--- src/rtl/cnt_sched_pkg.sv ---
// Shared types and the round-robin pick function for the counter scheduler.
// The request struct is sized by the package geometry; the top defaults to the same values.
package cnt_sched_pkg;

  localparam int N_REQ  = 4;
  localparam int CNT_W  = 4;
  localparam int STEP_W = 4;

  typedef enum logic [1:0] {
    IDLE = 2'd0,
    LOAD = 2'd1,
    RUN  = 2'd2,
    DONE = 2'd3
  } state_e;

  typedef struct packed {
    logic              load_en;
    logic [CNT_W-1:0]  load;
    logic              down;
    logic [STEP_W-1:0] steps;
  } req_t;

  // First set bit of valid at or after ptr, wrapping modulo n; returns ptr when none is set.
  function automatic int rr_pick(input logic [31:0] valid, input int ptr, input int n);
    int idx;
    rr_pick = ptr;
    for (int k = n - 1; k >= 0; k--) begin
      idx = (ptr + k) % n;
      if (valid[idx[4:0]]) begin
        rr_pick = idx;
      end
    end
  endfunction

endpackage

--- src/rtl/cnt_core.sv ---
// Loadable up/down counter datapath; load has priority over counting, wraps modulo 2^WIDTH.
module cnt_core #(
  parameter int WIDTH = 4
) (
  input  logic             clk,
  input  logic             rstn,
  input  logic             en,
  input  logic             load_en,
  input  logic [WIDTH-1:0] load,
  input  logic             down,
  output logic [WIDTH-1:0] count,
  output logic             rollover
);

  logic [WIDTH-1:0] count_q, count_d;

  // Next counter value
  always_comb begin
    count_d = count_q;
    if (en) begin
      if (load_en) begin
        count_d = load;
      end else if (down) begin
        count_d = count_q - {{(WIDTH-1){1'b0}}, 1'b1};
      end else begin
        count_d = count_q + {{(WIDTH-1){1'b0}}, 1'b1};
      end
    end else begin
      count_d = count_q;
    end
  end

  // Counter register
  always_ff @(posedge clk or negedge rstn) begin
    if (!rstn) begin
      count_q <= {WIDTH{1'b0}};
    end else begin
      count_q <= count_d;
    end
  end

  assign count    = count_q;
  assign rollover = &count_q;

endmodule

--- src/rtl/cnt_rr_sched.sv ---
// Round-robin scheduler sharing one cnt_core among NREQ requesters.
// Each granted operation runs IDLE -> [LOAD] -> [RUN x steps] -> DONE.
module cnt_rr_sched
  import cnt_sched_pkg::*;
#(
  parameter int NREQ  = N_REQ,
  parameter int WIDTH = CNT_W,
  parameter int STEPW = STEP_W
) (
  input  logic                     clk,
  input  logic                     rstn,
  input  logic [NREQ-1:0]          req_valid,
  output logic [NREQ-1:0]          req_ready,
  input  logic [NREQ-1:0]          req_load_en,
  input  logic [NREQ*WIDTH-1:0]    req_load,
  input  logic [NREQ-1:0]          req_down,
  input  logic [NREQ*STEPW-1:0]    req_steps,
  output logic                     busy,
  output logic [$clog2(NREQ)-1:0]  owner,
  output logic [WIDTH-1:0]         count,
  output logic                     rollover,
  output logic                     done_valid,
  output logic [$clog2(NREQ)-1:0]  done_id,
  output logic [WIDTH-1:0]         done_count
);

  localparam int IDW = $clog2(NREQ);

  state_e           state_q, state_d;
  logic [IDW-1:0]   rr_ptr_q, rr_ptr_d;
  logic [IDW-1:0]   owner_q, owner_d;
  logic [IDW-1:0]   done_id_q, done_id_d;
  logic [WIDTH-1:0] done_count_q, done_count_d;
  req_t             op_q, op_d;
  logic [IDW-1:0]   winner_s;
  logic             any_valid_s;
  logic [WIDTH-1:0] load_a [NREQ];
  logic [STEPW-1:0] steps_a [NREQ];

  for (genvar g = 0; g < NREQ; g++) begin : g_unpack
    assign load_a[g]  = req_load[g*WIDTH +: WIDTH];
    assign steps_a[g] = req_steps[g*STEPW +: STEPW];
  end

  assign any_valid_s = |req_valid;
  assign winner_s    = IDW'(rr_pick(32'(req_valid), 32'(rr_ptr_q), NREQ));

  // One-hot accept strobe; held low while reset is asserted
  always_comb begin
    req_ready = {NREQ{1'b0}};
    if (rstn && (state_q == IDLE) && any_valid_s) begin
      req_ready[winner_s] = 1'b1;
    end else begin
      req_ready = {NREQ{1'b0}};
    end
  end

  // Next-state and capture logic
  always_comb begin
    state_d      = state_q;
    rr_ptr_d     = rr_ptr_q;
    owner_d      = owner_q;
    op_d         = op_q;
    done_id_d    = done_id_q;
    done_count_d = done_count_q;
    case (state_q)
      IDLE: begin
        if (any_valid_s) begin
          op_d.load_en = req_load_en[winner_s];
          op_d.load    = load_a[winner_s];
          op_d.down    = req_down[winner_s];
          op_d.steps   = steps_a[winner_s];
          owner_d      = winner_s;
          if (winner_s == IDW'(NREQ - 1)) begin
            rr_ptr_d = {IDW{1'b0}};
          end else begin
            rr_ptr_d = winner_s + {{(IDW-1){1'b0}}, 1'b1};
          end
          if (req_load_en[winner_s]) begin
            state_d = LOAD;
          end else if (steps_a[winner_s] != {STEPW{1'b0}}) begin
            state_d = RUN;
          end else begin
            state_d = DONE;
          end
        end else begin
          state_d = IDLE;
        end
      end
      LOAD: begin
        if (op_q.steps != {STEPW{1'b0}}) begin
          state_d = RUN;
        end else begin
          state_d = DONE;
        end
      end
      RUN: begin
        op_d.steps = op_q.steps - {{(STEPW-1){1'b0}}, 1'b1};
        if (op_q.steps == {{(STEPW-1){1'b0}}, 1'b1}) begin
          state_d = DONE;
        end else begin
          state_d = RUN;
        end
      end
      DONE: begin
        // Capture so the result stays visible after leaving DONE
        done_id_d    = owner_q;
        done_count_d = count;
        state_d      = IDLE;
      end
      default: begin
        state_d = IDLE;
      end
    endcase
  end

  // Scheduler registers
  always_ff @(posedge clk or negedge rstn) begin
    if (!rstn) begin
      state_q      <= IDLE;
      rr_ptr_q     <= {IDW{1'b0}};
      owner_q      <= {IDW{1'b0}};
      done_id_q    <= {IDW{1'b0}};
      done_count_q <= {WIDTH{1'b0}};
      op_q         <= {$bits(req_t){1'b0}};
    end else begin
      state_q      <= state_d;
      rr_ptr_q     <= rr_ptr_d;
      owner_q      <= owner_d;
      done_id_q    <= done_id_d;
      done_count_q <= done_count_d;
      op_q         <= op_d;
    end
  end

  cnt_core #(
    .WIDTH (WIDTH)
  ) u_core (
    .clk      (clk),
    .rstn     (rstn),
    .en       ((state_q == LOAD) || (state_q == RUN)),
    .load_en  (state_q == LOAD),
    .load     (op_q.load),
    .down     (op_q.down),
    .count    (count),
    .rollover (rollover)
  );

  assign busy       = (state_q != IDLE);
  assign owner      = owner_q;
  assign done_valid = (state_q == DONE);
  assign done_id    = (state_q == DONE) ? owner_q : done_id_q;
  assign done_count = (state_q == DONE) ? count : done_count_q;

endmodule

--- config.mk ---
export PLATFORM = sky130hd
export DESIGN_NAME = cnt_rr_sched
export DESIGN_NICKNAME = d
export VERILOG_FILES = /design/src/rtl/cnt_sched_pkg.sv /design/src/rtl/cnt_core.sv /design/src/rtl/cnt_rr_sched.sv
export SDC_FILE = /design/constraint.sdc
export NUM_CORES = 1
export LEC_CHECK = 0
export ABC_AREA = 1
export CELL_PAD_IN_SITES_DETAIL_PLACEMENT = 1
export CELL_PAD_IN_SITES_GLOBAL_PLACEMENT = 2
export CORE_ASPECT_RATIO = 0.6
export CORE_MARGIN = 2
export CORE_UTILIZATION = 22
export CTS_BUF_LIST = sky130_fd_sc_hd__clkbuf_8 sky130_fd_sc_hd__clkbuf_16
export CTS_CLUSTER_DIAMETER = 80
export DETAILED_ROUTE_END_ITERATION = 16
export PLACE_DENSITY = 0.84
export REMOVE_ABC_BUFFERS = 1
export SLEW_MARGIN = 5
export SYNTH_ARGS = -nofsm -noshare
export SYNTH_HDL_FRONTEND = slang
export SYNTH_HIERARCHICAL = 1
export SYNTH_SLANG_ARGS = --single-unit
--- constraint.sdc ---
create_clock -name clk -period 2.1 [get_ports clk]
set_input_delay 0.42 -clock clk [delete_from_list [all_inputs] [get_ports clk]]
set_output_delay 0.42 -clock clk [all_outputs]
set_load 0.03 [all_outputs]
==> impl_table.tex <==
\begin{tabular}{lr}
\hline
Metric & Value \\
\hline
\multicolumn{2}{l}{\textbf{Run status}} \\
\quad Result of the run & finished with violations \\
\quad Violations in the final reports & negative setup slack \\
\multicolumn{2}{l}{\textbf{Setup path}} \\
\quad Kind of critical path & reg -> out \\
\quad Critical Path AT & roughly 2.1 ns \\
\quad Launching element type of the critical path & flop \\
\quad Critical path cell sequence & buf\_8 -> o21ai\_4 -> nand2\_1 -> nand2\_2 -> nand2\_2 -> nand2\_4 -> nand3\_4 -> nand2\_8 -> buf\_6 -> ha\_4 -> inv\_2 -> nor2\_1 -> buf\_4 \\
\quad Kind of end point of the critical path & output port \\
\quad Worst path most repeated cell & sky130\_fd\_sc\_hd\_\_nand2\_2 \\
\quad Required time at the worst-slack endpoint & about 1.7 ns \\
\quad Worst Path Max Fanout & 6 \\
\quad Max stage delay on crit path & $\sim$0.43 ns \\
\quad Slowest library cell on the worst path & sky130\_fd\_sc\_hd\_\_dfrtp\_2 \\
\multicolumn{2}{l}{\textbf{Finish}} \\
\quad Multi-input gate area in the final layout & 1440 um\^{}2 \\
\quad Synth-to-Final Area Change & 76.0\% \\
\quad Layout fillers & a little over 1k \\
\quad ANT cells & 0 \\
\quad Reg area & approximately 630 um\^{}2 \\
\quad Core Util, Final & about two fifths \\
\quad Share of layout cells above drive strength 1 & 33.9\% \\
\quad Final \#Nets & about 450 \\
\multicolumn{2}{l}{\textbf{Global routing}} \\
\quad Antenna violations before repair & 0 \\
\quad Wire length of the first global-routing pass & around 12000 um \\
\quad Maximum number of pins on one net before global-route repair & 26 \\
\quad GR Overflow Total & 0 \\
\quad Global routing usage summed across all routing layers & 15.1\% \\
\quad Vias in the first global route & 2353 \\
\multicolumn{2}{l}{\textbf{STA}} \\
\quad Max Clock Skew & 0.00180 ns \\
\quad Maximum clock rate & 401 MHz \\
\quad Final count of hold timing violations & 0 \\
\quad Clock period minus worst slack & roughly 2.5 ns \\
\quad Fin crit share & 119\% \\
\quad Final setup violation count & 13 \\
\quad Slew Limit Fails & 0 \\
\quad Min setup slack post-route & -0.395 ns \\
\quad RSZ-0062 raised after global routing & yes \\
\quad Worst slew margin relative to its limit & between 70\% and 80\% \\
\quad Transition at the pin with the smallest max-transition slack & around 0.35 ns \\
\multicolumn{2}{l}{\textbf{Floorplan}} \\
\quad Initial cell density of the core & 23.0\% \\
\quad Height of the die & slightly below 80 um \\
\quad Floorplan row count & 26 \\
\quad Die outline width & between 100 and 150 um \\
\quad Area of the placeable core & between 8000 and 9000 um\^{}2 \\
\quad Ports & 65 \\
\quad Area of the die & around 9800 um\^{}2 \\
\multicolumn{2}{l}{\textbf{Drt}} \\
\quad Detailed-route DRC error count & 0 \\
\quad Via-per-instance ratio & $\sim$4.5 \\
\quad Top Metal Used & met4 \\
\quad Iteration-0 DRC Markers & between 100 and 150 \\
\quad Met1 WL & 3570 um \\
\quad Metal2 WL & 3460 um \\
\quad Met3 routed WL & roughly 340 um \\
\quad Total Routed Length & 7440 um \\
\quad DR vias & between 2k and 2.5k \\
\quad Drt wl/cell & between 10 and 15 um \\
\quad DRT antenna net count & 0 \\
\quad DRT Pass-1 Iters & 4 \\
\multicolumn{2}{l}{\textbf{Place}} \\
\quad Total of buffers placed on input and output ports & 64 \\
\quad Weighted congestion at the end of routability-driven global placement & just under 0.8 \\
\quad DP HPWL & 5450 um \\
\multicolumn{2}{l}{\textbf{Flow run}} \\
\quad Maximum Capacitance Violations & 0 \\
\multicolumn{2}{l}{\textbf{Synthesis}} \\
\quad Number of standard cells after synthesis & approximately 280 \\
\quad Cell type with the largest total area after synthesis & sky130\_fd\_sc\_hd\_\_dfrtp\_1 \\
\quad Distinct cell type count of the synthesized netlist & 33 \\
\quad EDFF count, synth & 0 \\
\quad Sequential cell area fraction in the yosys report & 31.4\% \\
\quad Synth top cells by count & 82 x sky130\_fd\_sc\_hd\_\_nand2\_1, 41 x sky130\_fd\_sc\_hd\_\_inv\_1, 26 x sky130\_fd\_sc\_hd\_\_nand3\_1 \\
\quad Flip-flop and latch count after synthesis & 25 \\
\quad Main area contributors after synthesis & sky130\_fd\_sc\_hd\_\_dfrtp\_1 31\%, sky130\_fd\_sc\_hd\_\_nand2\_1 15\%, sky130\_fd\_sc\_hd\_\_ha\_1 8.2\% \\
\quad Cell with the most instances after synthesis & sky130\_fd\_sc\_hd\_\_nand2\_1 \\
\quad Area share of the largest cell type after synthesis & 31.4\% \\
\quad Share of async-settable or async-resettable flops after synthesis & 100\% \\
\quad Cell Area, Synth & approximately 2000 um\^{}2 \\
\quad Mean post-synth cell area & a little over 7 um\^{}2 \\
\quad Yosys warning total & 6 \\
\quad Most used flip-flop cell after synthesis & sky130\_fd\_sc\_hd\_\_dfrtp\_1 \\
\multicolumn{2}{l}{\textbf{Clocking}} \\
\quad Clock-pin slew reported for the worst setup and hold paths after clock tree synthesis & around 0.06 ns \\
\quad Number of buffers created by CTS & 3 \\
\quad TritonCTS clock tree & yes \\
\quad CTS Root Buffer Type & sky130\_fd\_sc\_hd\_\_clkbuf\_16 \\
\quad Total number of H-tree levels & 1 \\
\quad Clock Sink Count & 25 \\
\quad Clock latency on the worst-skew pair & $\sim$0.26 ns \\
\quad Max Buffers Root-to-Sink & 2 \\
\multicolumn{2}{l}{\textbf{Worst hold path}} \\
\quad Worst min-delay path category & reg -> reg \\
\hline
\end{tabular}
==> per-stage QoR <==
stage | area [um^2] | setup TNS, ns | hold slack [ns] | std cells | setup slack [ns]
after CTS | 3210 | -2.64 | 0.501 | 493 | -0.342
after global routing | 3500 | -3.78 | 0.534 | 496 | -0.500
final | 3500 | -2.07 | 0.501 | 496 | -0.395
after floorplan | 1930 | -1.76 | 0.124 | 272 | -0.539
after global placement | 2910 | -5.56 | 0.482 | 475 | -0.523
after detailed placement | 2910 | -7.73 | 0.489 | 475 | -0.668
==> area by class of cell <==
| class | count | area share [%] |
|---|---|---|
| multi-input combinational | 201 | 41.2 |
| timing repair buffer | 108 | 29.0 |
| sequential | 25 | 17.9 |
| inverter | 46 | 5.58 |
| tap | 112 | 4.00 |
| clock buffer | 3 | 2.14 |
| clock inverter | 1 | 0.107 |
==> layer usage <==
layer / GRT usage (%) / vias to the layer above
met3: 3.03 / 6
met1: 20.9 / 1080
met4: 1.32 / 0
li1: - / 1106
met2: 25.5 / 60
met5: 0 / -
==> flip-flops by register name, summed over array words and instances (netlist names) <==
signal / flops
rr_ptr_q: 2
owner: 2
done_id_q: 2
done_count_q: 4
u_core/count: 4
state_q: 2
op_q: 9
==> worst paths after layout <==
kind / slack (ns) / end / cells after the start / startpoint
setup reg to reg: -0.13 / state_q[0] / 21 / rr_ptr_q[0]
hold / removal: 0.50 / done_count_q[3] / 1 / done_count_q[3]
min in group asynchronous: 0.58 / owner[0] / 2 / rstn
setup / recovery: -0.39 / req_ready[3] / 13 / rr_ptr_q[0]
max in group asynchronous: 1.26 / rr_ptr_q[0] / 2 / rstn
hold reg to reg: 0.50 / done_count_q[3] / 1 / done_count_q[3]
==> cells in the final DEF, fill, tap and decap left out, drive strengths merged, types with 9 or more instances in the layout <==
cell	count
a21oi	11
buf	49
clkdlybuf4s50	48
dfrtp	25
dlygate4sd2	9
ha	13
inv	46
nand2	90
nand3	27
nor2	14
o21ai	14
==> critical path: cells and delay by family, from the launching register on <==
kind            cells  cell delay (ns)
buf+inv             4             0.44
compound gates      1             0.17
fa+ha+maj           1             0.12
flops               1             0.43
simple gates        7             0.62
==> logic make-up (layout without fill, tap and decap cells) <==
kind of cell             after synthesis  count (layout)  synth area share [%]
flip-flops                            25              25                  31.4
AO/OA/AOI/OAI                         41              41                  12.4
buffers and inverters                 55             158                  11.9
adder cells (fa/ha/maj)               14              14                  9.18
multiplexers                           5               5                  2.83
XOR/XNOR                               2               2                 0.881
AND/OR/NAND/NOR                      139             139                  31.4
==> what timing repair did <==
item	CTS	global route
buffers inserted	15	7
gates cloned	0	0
setup endpoints to repair	24	19
gates resized for setup	51	70
pin swaps	19	26
endpoints found under the hold margin	0	0
hold buffers	0	0
Power is not shown: default switching activity piles up to over one toggle a cycle in this logic, so the estimate is an artifact.
